File: src/rtl/kb_player_queue.sv
// PS/2 scancode decoder for up to four Tron players, each with a small turn FIFO.
// Direction encoding on dir_head (3 bits per player): NONE=0 UP=1 DOWN=2 LEFT=3 RIGHT=4.

module kb_player_lane #(
    parameter int QUEUE_DEPTH    = 2,
    parameter int REJECT_REVERSE = 1
) (
    input  logic       clock,
    input  logic       reset_n,
    input  logic       push,
    input  logic [2:0] push_dir,
    input  logic       pop,
    input  logic       flush,
    input  logic       boost_set,
    input  logic       boost_clr,
    output logic       valid,
    output logic [2:0] head,
    output logic       boost,
    output logic       overflow
);
    localparam int CW = $clog2(QUEUE_DEPTH + 1);
    localparam logic [2:0] D_NONE  = 3'd0;
    localparam logic [2:0] D_UP    = 3'd1;
    localparam logic [2:0] D_DOWN  = 3'd2;
    localparam logic [2:0] D_LEFT  = 3'd3;
    localparam logic [2:0] D_RIGHT = 3'd4;

    logic [QUEUE_DEPTH-1:0][2:0] q, q_nxt;
    logic [CW-1:0] cnt, cnt_nxt, wr_idx;
    logic [2:0]    heading, ref_dir;
    logic          do_pop, full, same, rev, take, accept, drop_full;

    function automatic logic is_opp(input logic [2:0] a, input logic [2:0] b);
        return (a == D_UP && b == D_DOWN) || (a == D_DOWN && b == D_UP) ||
               (a == D_LEFT && b == D_RIGHT) || (a == D_RIGHT && b == D_LEFT);
    endfunction

    // Reference heading is the newest queued turn, falling back to the committed heading.
    always_comb begin
        ref_dir = heading;
        for (int i = 0; i < QUEUE_DEPTH; i++)
            if (cnt == CW'(i + 1)) ref_dir = q[i];
    end

    assign do_pop    = pop & (cnt != '0) & ~flush;
    assign full      = (cnt == CW'(QUEUE_DEPTH));
    assign same      = (push_dir == ref_dir);
    assign rev       = (REJECT_REVERSE != 0) && is_opp(push_dir, ref_dir);
    assign take      = push & ~same & ~rev;
    assign accept    = take & (~full | do_pop);
    assign drop_full = take & full & ~do_pop;
    assign wr_idx    = do_pop ? cnt - CW'(1) : cnt;
    assign cnt_nxt   = cnt + CW'(accept) - CW'(do_pop);

    always_comb begin
        q_nxt = q;
        if (do_pop)
            for (int i = 0; i < QUEUE_DEPTH - 1; i++) q_nxt[i] = q[i+1];
        for (int i = 0; i < QUEUE_DEPTH; i++)
            if (accept && wr_idx == CW'(i)) q_nxt[i] = push_dir;
    end

    always_ff @(posedge clock or negedge reset_n) begin
        if (!reset_n) begin
            q        <= '0;
            cnt      <= '0;
            heading  <= D_NONE;
            boost    <= 1'b0;
            overflow <= 1'b0;
        end else if (flush) begin
            cnt      <= '0;
            heading  <= D_NONE;
            boost    <= 1'b0;
            overflow <= 1'b0;
        end else begin
            q        <= q_nxt;
            cnt      <= cnt_nxt;
            overflow <= drop_full;
            if (do_pop) heading <= q[0];
            if (boost_set)      boost <= 1'b1;
            else if (boost_clr) boost <= 1'b0;
        end
    end

    assign valid = (cnt != '0);
    assign head  = valid ? q[0] : D_NONE;
endmodule

module kb_player_queue #(
    parameter int NUM_PLAYERS    = 4,
    parameter int QUEUE_DEPTH    = 2,
    parameter int REJECT_REVERSE = 1
) (
    input  logic                     clock,
    input  logic                     reset_n,
    input  logic                     ps2_code_new,
    input  logic [7:0]               ps2_code,
    input  logic [NUM_PLAYERS-1:0]   dir_pop,
    output logic [NUM_PLAYERS-1:0]   dir_valid,
    output logic [NUM_PLAYERS*3-1:0] dir_head,
    output logic [NUM_PLAYERS-1:0]   boost,
    output logic [NUM_PLAYERS-1:0]   overflow,
    output logic                     reset_game,
    output logic [2:0]               reset_player_count,
    output logic                     toggle_border
);
    localparam logic [2:0] D_NONE  = 3'd0;
    localparam logic [2:0] D_UP    = 3'd1;
    localparam logic [2:0] D_DOWN  = 3'd2;
    localparam logic [2:0] D_LEFT  = 3'd3;
    localparam logic [2:0] D_RIGHT = 3'd4;

    typedef enum logic [1:0] {P_NONE, P_EXT, P_BRK, P_EXT_BRK} prefix_t;

    prefix_t    state;
    logic       s1, s2, s3, strobe;
    logic       ext, brk, is_prefix, key_strobe, plain_make;
    logic       turn_hit, boost_hit, rst_hit, cnt_load, border_hit, flush;
    logic [1:0] turn_pl, boost_pl;
    logic [2:0] turn_dir, cnt_val;

    function automatic logic [2:0] clamp_count(input int n);
        return (n > NUM_PLAYERS) ? 3'(NUM_PLAYERS) : 3'(n);
    endfunction

    always_ff @(posedge clock or negedge reset_n) begin
        if (!reset_n) begin
            s1 <= 1'b0;
            s2 <= 1'b0;
            s3 <= 1'b0;
        end else begin
            s1 <= ps2_code_new;
            s2 <= s1;
            s3 <= s2;
        end
    end

    assign strobe = s2 & ~s3;
    assign ext    = (state == P_EXT) || (state == P_EXT_BRK);
    assign brk    = (state == P_BRK) || (state == P_EXT_BRK);
    // E0/F0 are only prefixes where a legal transition exists; elsewhere they decode as unmapped codes.
    assign is_prefix  = (ps2_code == 8'hE0 && (state == P_NONE || state == P_BRK)) ||
                        (ps2_code == 8'hF0 && (state == P_NONE || state == P_EXT));
    assign key_strobe = strobe & ~is_prefix;
    assign plain_make = key_strobe & ~ext & ~brk;

    always_comb begin
        turn_hit   = 1'b0;
        turn_pl    = 2'd0;
        turn_dir   = D_NONE;
        boost_hit  = 1'b0;
        boost_pl   = 2'd0;
        rst_hit    = 1'b0;
        cnt_load   = 1'b0;
        cnt_val    = 3'(NUM_PLAYERS);
        border_hit = 1'b0;
        if (ext) begin
            case (ps2_code)
                8'h75: begin turn_hit = 1'b1; turn_pl = 2'd1; turn_dir = D_UP;    end
                8'h72: begin turn_hit = 1'b1; turn_pl = 2'd1; turn_dir = D_DOWN;  end
                8'h6B: begin turn_hit = 1'b1; turn_pl = 2'd1; turn_dir = D_LEFT;  end
                8'h74: begin turn_hit = 1'b1; turn_pl = 2'd1; turn_dir = D_RIGHT; end
                default: ;
            endcase
        end else begin
            case (ps2_code)
                8'h1D: begin turn_hit = 1'b1; turn_pl = 2'd0; turn_dir = D_UP;    end
                8'h1B: begin turn_hit = 1'b1; turn_pl = 2'd0; turn_dir = D_DOWN;  end
                8'h1C: begin turn_hit = 1'b1; turn_pl = 2'd0; turn_dir = D_LEFT;  end
                8'h23: begin turn_hit = 1'b1; turn_pl = 2'd0; turn_dir = D_RIGHT; end
                8'h43: begin turn_hit = 1'b1; turn_pl = 2'd2; turn_dir = D_UP;    end
                8'h42: begin turn_hit = 1'b1; turn_pl = 2'd2; turn_dir = D_DOWN;  end
                8'h3B: begin turn_hit = 1'b1; turn_pl = 2'd2; turn_dir = D_LEFT;  end
                8'h4B: begin turn_hit = 1'b1; turn_pl = 2'd2; turn_dir = D_RIGHT; end
                8'h2C: begin turn_hit = 1'b1; turn_pl = 2'd3; turn_dir = D_UP;    end
                8'h34: begin turn_hit = 1'b1; turn_pl = 2'd3; turn_dir = D_DOWN;  end
                8'h2B: begin turn_hit = 1'b1; turn_pl = 2'd3; turn_dir = D_LEFT;  end
                8'h33: begin turn_hit = 1'b1; turn_pl = 2'd3; turn_dir = D_RIGHT; end
                8'h24: begin boost_hit = 1'b1; boost_pl = 2'd0; end
                8'h70: begin boost_hit = 1'b1; boost_pl = 2'd1; end
                8'h44: begin boost_hit = 1'b1; boost_pl = 2'd2; end
                8'h35: begin boost_hit = 1'b1; boost_pl = 2'd3; end
                8'h1E: begin rst_hit = 1'b1; cnt_load = 1'b1; cnt_val = clamp_count(2); end
                8'h26: begin rst_hit = 1'b1; cnt_load = 1'b1; cnt_val = clamp_count(3); end
                8'h25: begin rst_hit = 1'b1; cnt_load = 1'b1; cnt_val = clamp_count(4); end
                8'h29: rst_hit = 1'b1;
                8'h32: border_hit = 1'b1;
                default: ;
            endcase
        end
    end

    assign flush = plain_make & rst_hit;

    always_ff @(posedge clock or negedge reset_n) begin
        if (!reset_n) begin
            state              <= P_NONE;
            reset_game         <= 1'b0;
            toggle_border      <= 1'b0;
            reset_player_count <= 3'(NUM_PLAYERS);
        end else begin
            reset_game    <= flush;
            toggle_border <= plain_make & border_hit;
            if (plain_make && cnt_load) reset_player_count <= cnt_val;
            if (strobe) begin
                if (ps2_code == 8'hE0 && state == P_NONE)      state <= P_EXT;
                else if (ps2_code == 8'hE0 && state == P_BRK)  state <= P_EXT_BRK;
                else if (ps2_code == 8'hF0 && state == P_NONE) state <= P_BRK;
                else if (ps2_code == 8'hF0 && state == P_EXT)  state <= P_EXT_BRK;
                else                                           state <= P_NONE;
            end
        end
    end

    for (genvar p = 0; p < NUM_PLAYERS; p++) begin : g_lane
        kb_player_lane #(
            .QUEUE_DEPTH   (QUEUE_DEPTH),
            .REJECT_REVERSE(REJECT_REVERSE)
        ) u_lane (
            .clock    (clock),
            .reset_n  (reset_n),
            .push     (key_strobe & ~brk & turn_hit & (turn_pl == 2'(p))),
            .push_dir (turn_dir),
            .pop      (dir_pop[p]),
            .flush    (flush),
            .boost_set(key_strobe & ~brk & boost_hit & (boost_pl == 2'(p))),
            .boost_clr(key_strobe & brk & boost_hit & (boost_pl == 2'(p))),
            .valid    (dir_valid[p]),
            .head     (dir_head[p*3 +: 3]),
            .boost    (boost[p]),
            .overflow (overflow[p])
        );
    end
endmodule

File: config.mk
export PLATFORM = sky130hd
export DESIGN_NAME = kb_player_queue
export DESIGN_NICKNAME = d
export VERILOG_FILES = /design/src/rtl/kb_player_queue.sv
export SDC_FILE = /design/constraint.sdc
export NUM_CORES = 1
export LEC_CHECK = 0
export BUFFER_PORTS_ARGS = -buffer_cell sky130_fd_sc_hd__buf_2
export CAP_MARGIN = 20
export CORE_ASPECT_RATIO = 0.5
export CORE_MARGIN = 2
export CORE_UTILIZATION = 55
export DETAILED_ROUTE_END_ITERATION = 12
export HOLD_SLACK_MARGIN = 0.15
export MAX_ROUTING_LAYER = met4
export PLACE_DENSITY = 0.85
export RECOVER_POWER = 25
export SLEW_MARGIN = 20
export SYNTH_ARGS = -nofsm -noshare
export SYNTH_HDL_FRONTEND = slang
export SYNTH_HIERARCHICAL = 1
export SYNTH_SLANG_ARGS = --single-unit
File: constraint.sdc
create_clock -name clock -period 5.35 [get_ports clock]
set_clock_uncertainty 0.15 [all_clocks]
set_input_delay 0.8025 -clock clock [delete_from_list [all_inputs] [get_ports clock]]
set_output_delay 0.8025 -clock clock [all_outputs]
set_load 0.005 [all_outputs]
==> impl_metrics.tcl <==
set metrics [dict create \
    slew_headroom -1.23 \
    gr-max-usage-layer "met2" \
    p_sw_uw 1110 \
    root_buffer "clkbuf_16" \
    setup_slack_ns 0.925 \
    fin_crit_sh 0.827 \
    dr.first_iter.drc_count 347 \
    syn_avg_cell_area_sq_um 9.20 \
    drive_above_1_share 0.178 \
    fin_area_sq_um 5560 \
    switching_share 0.416 \
    crit_family "simple AND/OR/NAND/NOR gates" \
    post_cts_buffers 0 \
    syn_inst 532 \
    cts.htree.levels 3 \
    cp.required_ns 5.41 \
    gp_congestion 0.922 \
    dp_slack_ns 0.639 \
    fin_nets 614 \
    die_w_microns 137 \
    dieHeight_microns 70.7 \
    port_buffers 43 \
    n_fill_cell 690 \
    drv_cap 1 \
    routed_wl_mm 11.8 \
    grt_pass1_wl_mm 20.0 \
    crit_buf_inv 3 \
    synth_nets 571 \
    crit_arrival_ns 4.48 \
    final_common_cell "dfrtp_1" \
    ys_warn_count 6 \
    placementRows 24 \
    path_max_fanout 23 \
    clk_latency_ns 0.33 \
    ys_seq_elements 62 \
    cts_tree "yes" \
    setup_tns_ns 0 \
    wl_per_cell_microns 17.0 \
    first_global_vias 4079 \
    firstDrtPassIters 8 \
    cp-start-kind "primary input" \
    path_cells "buf_2 -> or4b_1 -> o31a_1 -> or4_1 -> a31oi_2 -> buf_4 -> nor2b_1 -> a22o_1 -> nor4_2 -> a211oi_2 -> o211ai_1 -> ha_1 -> inv_1 -> ha_1 -> xnor2_1 -> xnor2_1 -> nor2_1" \
    grt_max_degree 63 \
    coreArea_sq_um 8680 \
    grt_use_met3 0.0552 \
    max_clock_freq_ghz 0.226 \
    ctsHoldBuffers 0 \
    rsz0062_at_grt "no" \
    yosys_most_used_dff "dfrtp_1" \
    hold_depth 0 \
    min_period_ns 4.42 \
    status "finished, violations left" \
    met1_usage 0.366 \
    seqPwrFrac 0.268 \
    max_stage_delay_ns 0.53 \
    slowest_stage "or4b_1" \
    grt_usage 0.268 \
    ant_nets 0 \
    cts.clk_slew.worst_paths_ns 0.06 \
    combPwrFrac 0.494 \
    start_util 0.564 \
    hold_viol 0 \
    hold_path.class "register to register" \
    dp_hpwl_mm 8.23 \
    cts_buffer_depth 2 \
    num_antenna_cells 0 \
    dr_total_vias 4376 \
    clkSinkCount 62 \
    dieArea_sq_um 9720 \
    worstSetupPathType "primary input to register" \
    violations "capacitance limit, slew limit" \
    ios 44 \
    cts_resized 0 \
    cp-end-kind "register" \
    power_density_nw_per_um2 480 \
    antenna_found_initial 0 \
    ir_drop_mv 0.213 \
    place_area_sq_um 5240 \
    syn_to_final_growth_pct 13.6 \
    syn_area_sq_um 4900 \
    yosys.cell_types.count 74 \
    finalMaxSlewViolations 63 \
    seq_area_frac_synth 0.317 \
    grt-ovfl-total 0 \
    synth_edf_count 0 \
    p_leak_uw 0.00234 \
    grt_util_met2 0.392 \
    viasPerCell 6.28 \
    cts_buffers 9 \
    setup_viol 0 \
    final_cell_mix "dfrtp_1 (61), buf_2 (43), nor2_1 (39), nand2_1 (39), inv_1 (34)" \
    r2r_cells 13 \
    cp_num_cells 17 \
    p_int_uw 1560 \
    postSynth.asyncResetShare 1.00 \
    drc_errors 0 \
    tightest_slew_ns 3.35 \
    clockPowerShare 0.238 \
]
-- Yosys cell counts, drive strengths merged (2+ instances only) --
master | instances | area (sq um)
dfrtp | 61 | 1530
nand2 | 39 | 146
nor2 | 39 | 146
inv | 37 | 139
nor2b | 35 | 226
ha | 24 | 300
a21oi | 23 | 115
a211oi | 18 | 150
a311oi | 18 | 158
mux2 | 18 | 210
nand2b | 17 | 106
nor4 | 14 | 106
a2111oi | 13 | 170
clkbuf | 10 | 37.5
nor3 | 10 | 50.1
o21ai | 10 | 50.0
xnor2 | 10 | 87.6
a31oi | 9 | 71.3
mux2i | 9 | 90.1
buf | 8 | 48.8
a22o | 7 | 61.3
nor3b | 7 | 78.8
xor2 | 7 | 61.3
and4 | 6 | 52.6
nand3 | 6 | 30.0
o211a | 6 | 60.1
and2 | 5 | 31.3
nand4 | 5 | 50.1
nand4b | 5 | 58.8
o211ai | 5 | 37.5
o21a | 5 | 37.5
a22oi | 4 | 30.0
or3 | 4 | 25.0
a21o | 3 | 22.5
a31o | 3 | 26.3
nor4b | 3 | 38.8
or2b | 3 | 22.5
or3b | 3 | 26.3
a211o | 2 | 17.5
o31a | 2 | 17.5
or2 | 2 | 12.5
or4 | 2 | 15.0
-- logic make-up (layout without fill, tap and decap cells) --
kind of cell / Yosys count / after routing / synth area share
AO/OA/AOI/OAI: 138 / 138 / 0.226
buffers and inverters: 55 / 103 / 0.0460
AND/OR/NAND/NOR: 209 / 209 / 0.257
adder cells (fa/ha/maj): 24 / 24 / 0.0613
multiplexers: 27 / 27 / 0.0613
flip-flops: 62 / 62 / 0.317
XOR/XNOR: 17 / 17 / 0.0304
-- layout make-up --
| class | count | area (sq um) | share of cell area |
|---|---|---|---|
| Multi-Input combinational cell | 415 | 3140 | 0.564 |
| Sequential cell | 62 | 1550 | 0.279 |
| Timing Repair Buffer | 50 | 264 | 0.0475 |
| Clock buffer | 11 | 243 | 0.0436 |
| Tap cell | 117 | 146 | 0.0263 |
| Inverter | 37 | 139 | 0.0250 |
| Clock inverter | 5 | 82.6 | 0.0148 |
-- through the flow --
stage          utilization  hold slack [ns]  power (uW)  std cells
5_1_grt              0.641            0.210        2870        697
4_1_cts              0.641            0.207        2670        697
6_report             0.641            0.206        2670        697
3_5_place_dp         0.604            0.194        2010        681
3_3_place_gp         0.604            0.184        1960        681
2_1_floorplan            -            0.181        1700        532
-- power by group through the flow --
| stage | Clock [uW] | Combinational, uW | Sequential, uW |
|---|---|---|---|
| floorplan | 0 | 1030 | 679 |
| detailed placement | 0 | 1290 | 716 |
| CTS | 652 | 1310 | 711 |
| global placement | 0 | 1250 | 715 |
| global route | 671 | 1470 | 732 |
| finish | 635 | 1320 | 715 |
-- registers in the layout, indices dropped and copies added, names as in the netlist, 2 cells and up --
| signal | count |
|---|---|
| reset_player_count | 3 |
| state | 2 |
| g_lane.u_lane/overflow | 4 |
| g_lane.u_lane/heading | 12 |
| g_lane.u_lane/boost | 4 |
| g_lane.u_lane/q | 24 |
| g_lane.u_lane/cnt | 8 |
-- final timing paths --
check	start	end	slack [ns]
setup reg to reg	state[0]	g_lane[2].u_lane/cnt[1]	1.63
setup / recovery	ps2_code[3]	g_lane[2].u_lane/cnt[1]	0.93
hold reg to reg	s1	s2	0.21
max in group asynchronous	reset_n	g_lane[3].u_lane/q[3]	1.61
min in group asynchronous	reset_n	s2	1.55
hold / removal	s1	s2	0.21
-- metal layers --
layer  vias up  routed length [microns]  share of wire
li1       2079                        -              -
met1      2082                     5390           0.46
met2       182                     5380           0.45
met3        33                      782          0.066
met4         0                      281          0.024
met5         -                        0              0
-- worst reg2reg max path, cell delays in order (launching register included) --
cell,delay [ns]
dfrtp_1,0.52
nor4b_2,0.46
o21a_1,0.23
nand2_1,0.08
a2111oi_0,0.48
inv_1,0.22
a211oi_2,0.42
o211ai_1,0.16
ha_1,0.30
inv_1,0.04
ha_1,0.18
xnor2_1,0.16
xnor2_1,0.14
nor2_1,0.06
No activity file was read; power rests on OpenSTA's default activity.
